$ cat src/rtl/prefetch_pkg.sv
// Shared types for the Hack instruction prefetch queue.
// PREFETCH_STATS_EN enables the flush/stall counter ports.
package prefetch_pkg;

  typedef enum logic [1:0] {
    BOOT,
    RUN,
    REDIRECT
  } pq_state_e;

  localparam int HACK_IW = 16;
  localparam int HACK_AW = 15;

  typedef struct packed {
    logic [HACK_IW-1:0] data;
    logic [HACK_AW-1:0] pc;
  } pq_entry_t;

  localparam int STATS_W = 16;

endpackage

$ cat src/rtl/pq_fifo.sv
// Circular buffer of DEPTH entries; pointers wrap by their own width.
// Clear has priority over push and pop.
module pq_fifo
  import prefetch_pkg::*;
#(
  parameter int W     = HACK_IW + HACK_AW,
  parameter int DEPTH = 4
) (
  input  logic                       clk,
  input  logic                       reset,
  input  logic                       clear_i,
  input  logic                       push_i,
  input  logic [W-1:0]               wdata_i,
  input  logic                       pop_i,
  output logic [W-1:0]               rdata_o,
  output logic [$clog2(DEPTH+1)-1:0] count_o
);

  localparam int PW = $clog2(DEPTH);
  localparam int CW = $clog2(DEPTH+1);
  localparam logic [CW-1:0] FULL = DEPTH[CW-1:0];

  logic [W-1:0]  mem_q [DEPTH];
  logic [PW-1:0] head_q, head_d;
  logic [PW-1:0] tail_q, tail_d;
  logic [CW-1:0] count_q, count_d;
  logic          do_push, do_pop;

  assign do_pop  = pop_i && (count_q != '0);
  assign do_push = push_i && ((count_q != FULL) || do_pop);

  always_comb begin
    head_d  = head_q;
    tail_d  = tail_q;
    count_d = count_q;
    if (clear_i) begin
      head_d  = '0;
      tail_d  = '0;
      count_d = '0;
    end else begin
      if (do_push) tail_d = tail_q + PW'(1);
      if (do_pop)  head_d = head_q + PW'(1);
      if (do_push && !do_pop)
        count_d = count_q + CW'(1);
      else if (!do_push && do_pop)
        count_d = count_q - CW'(1);
    end
  end

  always_ff @(posedge clk or negedge reset) begin
    if (!reset) begin
      head_q  <= '0;
      tail_q  <= '0;
      count_q <= '0;
    end else begin
      head_q  <= head_d;
      tail_q  <= tail_d;
      count_q <= count_d;
    end
  end

  // Entries are cleared on reset so the head reads zero while empty.
  always_ff @(posedge clk or negedge reset) begin
    if (!reset) begin
      for (int i = 0; i < DEPTH; i++)
        mem_q[i] <= '0;
    end else if (!clear_i && do_push) begin
      mem_q[tail_q] <= wdata_i;
    end
  end

  assign rdata_o = mem_q[head_q];
  assign count_o = count_q;

endmodule

$ cat src/rtl/instr_prefetch_queue.sv
// Prefetch queue between the sync-read instruction ROM and the Hack CPU.
// Define PREFETCH_STATS_EN to add flush_cnt / stall_cnt outputs.
module instr_prefetch_queue
  import prefetch_pkg::*;
#(
  parameter int             IW       = 16,
  parameter int             AW       = 15,
  parameter int             DEPTH    = 4,
  parameter logic [AW-1:0]  RESET_PC = '0
) (
  input  logic          clk,
  input  logic          reset,
  output logic          rom_en,
  output logic [AW-1:0] rom_addr,
  input  logic [IW-1:0] rom_data,
  output logic [IW-1:0] instr,
  output logic [AW-1:0] instr_pc,
  output logic          instr_valid,
  input  logic          instr_ready,
  input  logic          jmp,
  input  logic [AW-1:0] jmp_target
`ifdef PREFETCH_STATS_EN
  ,
  output logic [STATS_W-1:0] flush_cnt,
  output logic [STATS_W-1:0] stall_cnt
`endif
);

  localparam int CW = $clog2(DEPTH+1);
  localparam logic [CW:0] LIMIT = DEPTH[CW:0];

  typedef struct packed {
    logic [IW-1:0] data;
    logic [AW-1:0] pc;
  } entry_t;

  pq_state_e     state_q;
  logic [AW-1:0] fetch_pc_q, fetch_pc_d;
  logic [AW-1:0] issue_pc_q;
  logic          inflight_q;
  logic [CW-1:0] count;
  logic [CW:0]   occupancy;
  logic          take_jmp, push, pop;
  entry_t        head, tail;

  assign take_jmp  = jmp && (state_q != BOOT);
  // A same-cycle pop earns no credit: occupancy uses registered count.
  assign occupancy = {1'b0, count} + {{CW{1'b0}}, inflight_q};
  assign rom_en    = (state_q != BOOT) && !jmp && (occupancy < LIMIT);
  assign rom_addr  = fetch_pc_q;

  assign push = inflight_q && (state_q != REDIRECT);
  assign pop  = instr_valid && instr_ready;
  assign tail = '{data: rom_data, pc: issue_pc_q};

  pq_fifo #(
    .W     (IW + AW),
    .DEPTH (DEPTH)
  ) u_fifo (
    .clk     (clk),
    .reset   (reset),
    .clear_i (take_jmp),
    .push_i  (push),
    .wdata_i (tail),
    .pop_i   (pop),
    .rdata_o (head),
    .count_o (count)
  );

  assign instr       = head.data;
  assign instr_pc    = head.pc;
  assign instr_valid = (count != '0);

  always_comb begin
    fetch_pc_d = fetch_pc_q;
    if (take_jmp)
      fetch_pc_d = jmp_target;
    else if (rom_en)
      fetch_pc_d = fetch_pc_q + AW'(1);
  end

  always_ff @(posedge clk or negedge reset) begin
    if (!reset) begin
      state_q    <= BOOT;
      fetch_pc_q <= RESET_PC;
      issue_pc_q <= RESET_PC;
      inflight_q <= 1'b0;
    end else begin
      fetch_pc_q <= fetch_pc_d;
      inflight_q <= rom_en;
      if (rom_en) issue_pc_q <= fetch_pc_q;
      unique case (state_q)
        BOOT:     state_q <= RUN;
        RUN:      state_q <= jmp ? REDIRECT : RUN;
        REDIRECT: state_q <= jmp ? REDIRECT : RUN;
        default:  state_q <= BOOT;
      endcase
    end
  end

`ifdef PREFETCH_STATS_EN
  logic [STATS_W-1:0] flush_cnt_q, stall_cnt_q;

  always_ff @(posedge clk or negedge reset) begin
    if (!reset) begin
      flush_cnt_q <= '0;
      stall_cnt_q <= '0;
    end else begin
      if (take_jmp && (flush_cnt_q != '1))
        flush_cnt_q <= flush_cnt_q + STATS_W'(1);
      if (instr_valid && !instr_ready && (stall_cnt_q != '1))
        stall_cnt_q <= stall_cnt_q + STATS_W'(1);
    end
  end

  assign flush_cnt = flush_cnt_q;
  assign stall_cnt = stall_cnt_q;
`endif

endmodule

$ cat config.mk
export PLATFORM = sky130hd
export DESIGN_NAME = instr_prefetch_queue
export DESIGN_NICKNAME = d
export VERILOG_FILES = /design/src/rtl/prefetch_pkg.sv /design/src/rtl/pq_fifo.sv /design/src/rtl/instr_prefetch_queue.sv
export SDC_FILE = /design/constraint.sdc
export NUM_CORES = 1
export LEC_CHECK = 0
export CORE_ASPECT_RATIO = 1.1
export CORE_MARGIN = 3
export CORE_UTILIZATION = 50
export DETAILED_ROUTE_END_ITERATION = 10
export PLACE_DENSITY_LB_ADDON = 0.15
export SYNTH_ARGS = -nofsm -noshare
export SYNTH_HDL_FRONTEND = slang
export SYNTH_SLANG_ARGS = --single-unit
$ cat constraint.sdc
create_clock -name clk -period 5.71 [get_ports clk]
set_input_delay 1.713 -clock clk [delete_from_list [all_inputs] [get_ports clk]]
set_output_delay 1.713 -clock clk [all_outputs]
set_load 0.03 [all_outputs]
After elaboration in Yosys (flattened, before gate mapping)

Index checks and enable logic that the tools add are counted.
W data, S select, Z words.

$add $sub $neg: 6
$mul: 0
Divide/modulo/power cells: 0
Magnitude comparators: 4
Equality and inequality tests: 4
Shifts and indexed selects: 0
Mux-type cells: 17
Bitwise logic cells: 2
Reduce and logical (&&, ||, !) cells: 24

Operators with widths:

| operator                | number |
|---|---|
| $bwmux W124             | 1 |
| $mux W31                | 3 |
| $bmux W31 S2            | 1 |
| $demux W31 S2           | 1 |
| $mux W15                | 2 |
| $add A15 B1 Y15 const B | 1 |
| $logic_and A1 B1 Y1     | 11 |
| $mux W2                 | 5 |
| $mux W3                 | 3 |
| $reduce_bool A2 Y1      | 4 |
| $ge A3 B3 Y1 const B    | 2 |
| $not A2 Y3              | 2 |
| $reduce_bool A3 Y1      | 2 |
| $add A2 B1 Y2 const B   | 2 |
| $add A3 B1 Y4           | 1 |
| $logic_not A1 Y1        | 4 |
| $lt A4 B3 Y1 const B    | 1 |
| $pmux W2 S2             | 1 |
| $add A3 B1 Y3 const B   | 1 |
| $lt A3 B1 Y1 const B    | 1 |
| $ne A3 B3 Y1 const B    | 1 |
| $sub A3 B1 Y3 const B   | 1 |
| $eq A2 B1 Y1 const B    | 1 |
| $eq A2 B2 Y1 const B    | 1 |
| other kinds (4)         | 4 |

Register bits: 164
Latch bits: 0
Bits in writable memories: 0
Memory bits (read-only): 0
Bits of input ports: 35
Word-level logic and storage cells: 68
Memories: 0

Longest topological paths before layout

Word-level depth: 10
Depth in mapped cells: 9
Gate-level depth less buffers: 8

Hierarchy

A second synthesis with hierarchy kept.

Cell total of the unflattened synthesis: 529
Area, all modules: 7480.9 um2

By module, submodules not included:

| module               | times used | cells an instance | area an instance (um2) | seq. area each (um2) |
|---|---|---|---|---|
| pq_fifo              | 1          | 350               | 5849.4                 | 3278.1 |
| instr_prefetch_queue | 1          | 179               | 1631.6                 | 825.8 |

Least setup slack after synthesis

No wires, ideal clock.

Kind: input -> output
From: in jmp
To: out rom_en
Arrival: 2.665 ns
Path slack: 1.332 ns
Stages: 4
Path buffers: 1
Cells stage by stage: nor3_1 -> nand2_1 -> inv_1 -> clkbuf_1

Word-level cells in the longest chain between the ends: 3

RTL lines:

| element                          | RTL line                   | RTL |
|---|---|---|
| from (decl)                      | instr_prefetch_queue.sv:20 | `input logic jmp,` |
| $logic_not A1 Y1                 | instr_prefetch_queue.sv:49 | `assign rom_en = (state_q != BOOT) && !jmp && (occupancy < LIMIT);` |
| $logic_and A1 B1 Y1 (2 in a row) | instr_prefetch_queue.sv:49 |  |
| to (decl)                        | instr_prefetch_queue.sv:13 | `output logic rom_en,` |

Every way passes these cells.

Final worst setup path

Same ends and word-level chain as after synthesis.

==> out/summary.txt <==
outcome: complete, no violations
Post-Syn Area: 7470 sq um
most common cell in the netlist: dfrtp_1
power after layout: 5.68 mW
antenna diode count: 0
Setup crit end kind: output pin
combinational share of power: 42.2%
HP Class: reg -> reg
starting density of the core: 51.5%
post-synthesis sequential area ratio: 54.9%
Core Box Area: 14500 sq um
Syn. warnings: 0
H-Tree Depth: 4
Peak VDD IR: 316 uV
top cell type's share of synthesized area: 54.9%
Post-Synth XOR/XNOR Area: 0.469%
Hold Fails Final Rpt: 0
die height: 134 um
Post-synth ARST share: 100%
Crit-path slowest cell: clkdlybuf4s50_1
largest family of logic cells by synthesized area: multiplexers
M1 GR Usage: 27.4%
simple-gate share of the synthesized area: 7.33%
P&R area growth vs syn: 21.2%
DRT antenna net count: 0
Period minus WS final: 4.91 ns
initial DRC count: 390
setup_tns: 0 ns
DP Wirelength: 10.3 mm
Root Buffer: clkbuf_16
fillers: 1157
initial antenna violation count: 0
Post-CTS Repair Setup Buffers: 0
PostCTS Resize Cnt: 0
fin util: 62.4%
CP Max Fanout: 14
DRC viols: 0
met3 GRT Util: 4.30%
Synth Area in Compound Gates: 3.62%
hold slack final: 0.499 ns
Post-synth top cells: dfrtp_1, mux2_2, nand2_1, mux4_2
Distinct cells, synth: 48
internal power: 3.65 mW
WS Path Type: in -> out
first-pass GRT wire length: 26.3 mm
Rel. slew slack: 28.4%
# IOs: 83
Yosys top cell by area: dfrtp_1
Post-Synth Adder-Cell Area: 1.61%
DR vias: 4602
input/output buffers: 82
Clk pwr share: 20.9%
drt wl/cell: 19.2 um
first-pass iteration count of the detailed router: 4
Total Wirelength: 15.7 mm
clock-pin slew on the worst setup and hold paths: 0.06 ns
gpl congestion: 0.815
# hold bufs at CTS: 0
clock tree buffer depth: 2
GRT busiest layer: met2
die area: 16500 sq um
Critical Path RT: 4.00 ns
Area contributors post-synth: dfrtp_1, mux2_2, mux4_2
Syn Inst Count: 532
die extent in x: 123 um
met2 GRT Util: 33.8%
number of synthesized register bits: 164
Critical Path Max Stage Delay: 0.48 ns
vias in the first global route: 5049
Synthesized Nets: 576
Psw: 2.04 mW
row cnt: 46
Fmax: 204 MHz
switching part of the total: 35.9%
routed vias/inst: 5.62
Avg Inst Size Synth: 14.1 sq um
most used flip-flop cell after synthesis: dfrtp_1
clock sink total: 164
share of cells above drive strength 1: 32.9%
max-cap violations: 0
final net count: 659
Worst EP arrival: 3.19 ns
TritonCTS clock tree: done
leakage: 4.07 nW
PD cells: 627 nW/um^2
Clock Latency Late Sink: 0.42 ns
CP cell instances: clkdlybuf4s50_1, nor3_1, nand2_1, inv_1, buf_4
Place WS: 0.785 ns
largest net degree at the start of global routing: 111
post-synthesis mux area share: 28.7%
final slew viol count: 0
CP startpoint kind: primary input
Post-synth EDFFs: 0
period utilization: 85.9%
Setup-failing EPs final: 0
Total GRT Usage: 20.7%
worst setup margin: 0.805 ns
cts bufs inserted: 17
Worst Skew: 0.00708 ns
grt total ovfl: 0
RSZ-0062 raised after global routing: no
Worst Tran Pin Value: 1.07 ns
sequential group share of total power: 36.9%
## flip-flops by register name (all words and copies together), names as in the netlist
signal / cells
u_fifo.head_q: 2
inflight_q: 1
rom_addr: 15
u_fifo.tail_q: 2
u_fifo.count_o: 3
issue_pc_q: 15
u_fifo.mem_q: 124
state_q: 2
## routing by layer
metal  routed length, um  part of all wire [%]
met3                 755                   4.8
met4                 215                   1.4
met5                   0                     0
met1                6760                    43
met2                7960                    51
## area by class of cell
type / count / area (sq um) / share of cell area (%)
Timing Repair Buffer: 94 / 935 / 10.3
Sequential cell: 164 / 4110 / 45.3
Tap cell: 192 / 240 / 2.65
Clock inverter: 11 / 158 / 1.74
Clock buffer: 20 / 457 / 5.04
Multi-Input combinational cell: 326 / 3120 / 34.4
Inverter: 12 / 45.0 / 0.497
## critical path, delay by kind of cell
family / cells / cell delay (ns)
buffers and inverters: 3 / 1.09
AND/OR/NAND/NOR: 2 / 0.39
## path summary, 6_finish.rpt
kind | start | to | slack (ns) | cells past startpoint
max in group asynchronous | reset | u_fifo.mem_q[2]$_DFFE_PN0P_ | 3.28 | 2
worst max register to register | state_q[1]$_DFF_PN0_ | u_fifo.mem_q[110]$_DFFE_PN0P_ | 3.06 | 8
worst max-delay path | jmp | rom_en | 0.80 | 5
worst min register to register | u_fifo.mem_q[57]$_DFFE_PN0P_ | u_fifo.mem_q[57]$_DFFE_PN0P_ | 0.50 | 1
min in group asynchronous | reset | u_fifo.mem_q[84]$_DFFE_PN0P_ | 1.44 | 1
worst min-delay path | u_fifo.mem_q[57]$_DFFE_PN0P_ | u_fifo.mem_q[57]$_DFFE_PN0P_ | 0.50 | 1
## power by group through the flow
| stage | Combinational (mW) | Sequential (mW) | Clock [mW] |
|---|---|---|---|
| 2_1_floorplan | 1.66 | 2.02 | 0 |
| 3_3_place_gp | 2.37 | 2.07 | 0 |
| 3_5_place_dp | 2.43 | 2.11 | 0 |
| 4_1_cts | 2.44 | 2.10 | 1.21 |
| 5_1_grt | 2.59 | 2.17 | 1.26 |
| 6_report | 2.40 | 2.10 | 1.19 |
## kinds of logic after synthesis
group / count (synthesis)
buffers and inverters: 42
muxes: 160
AOI/OAI and AO/OA: 40
and+or+nand+nor: 113
xor gates and xnor gates: 4
adders and majority gates: 9
DFF: 164
## stage by stage
step	instance area [sq um]	std cells
2_1_floorplan	7470	532
3_3_place_gp	8440	788
3_5_place_dp	8440	788
4_1_cts	9060	819
5_1_grt	9060	819
6_report	9060	819
## cells in the final DEF (no fill, tap or decap), types with 3 or more instances in the layout
master	synthesis	routed
dfrtp_1	164	163
o41ai_1	3	3
a31oi_1	3	3
nand2_1	56	56
nor3_1	8	8
clkdlybuf4s50_1	0	80
nor4_1	5	5
mux4_2	31	31
clkinv_2	0	6
clkbuf_16	0	17
nand4_1	3	3
nor2_1	13	13
nand3_1	10	10
or3_1	4	4
bufinv_16	0	4
ha_1	8	8
mux2i_1	5	5
mux2_2	124	124
o21ai_0	13	13
a21o_1	3	3
a21oi_1	4	4
inv_1	12	12
buf_4	3	11
Note: power is estimated with default switching activity, not from simulation.
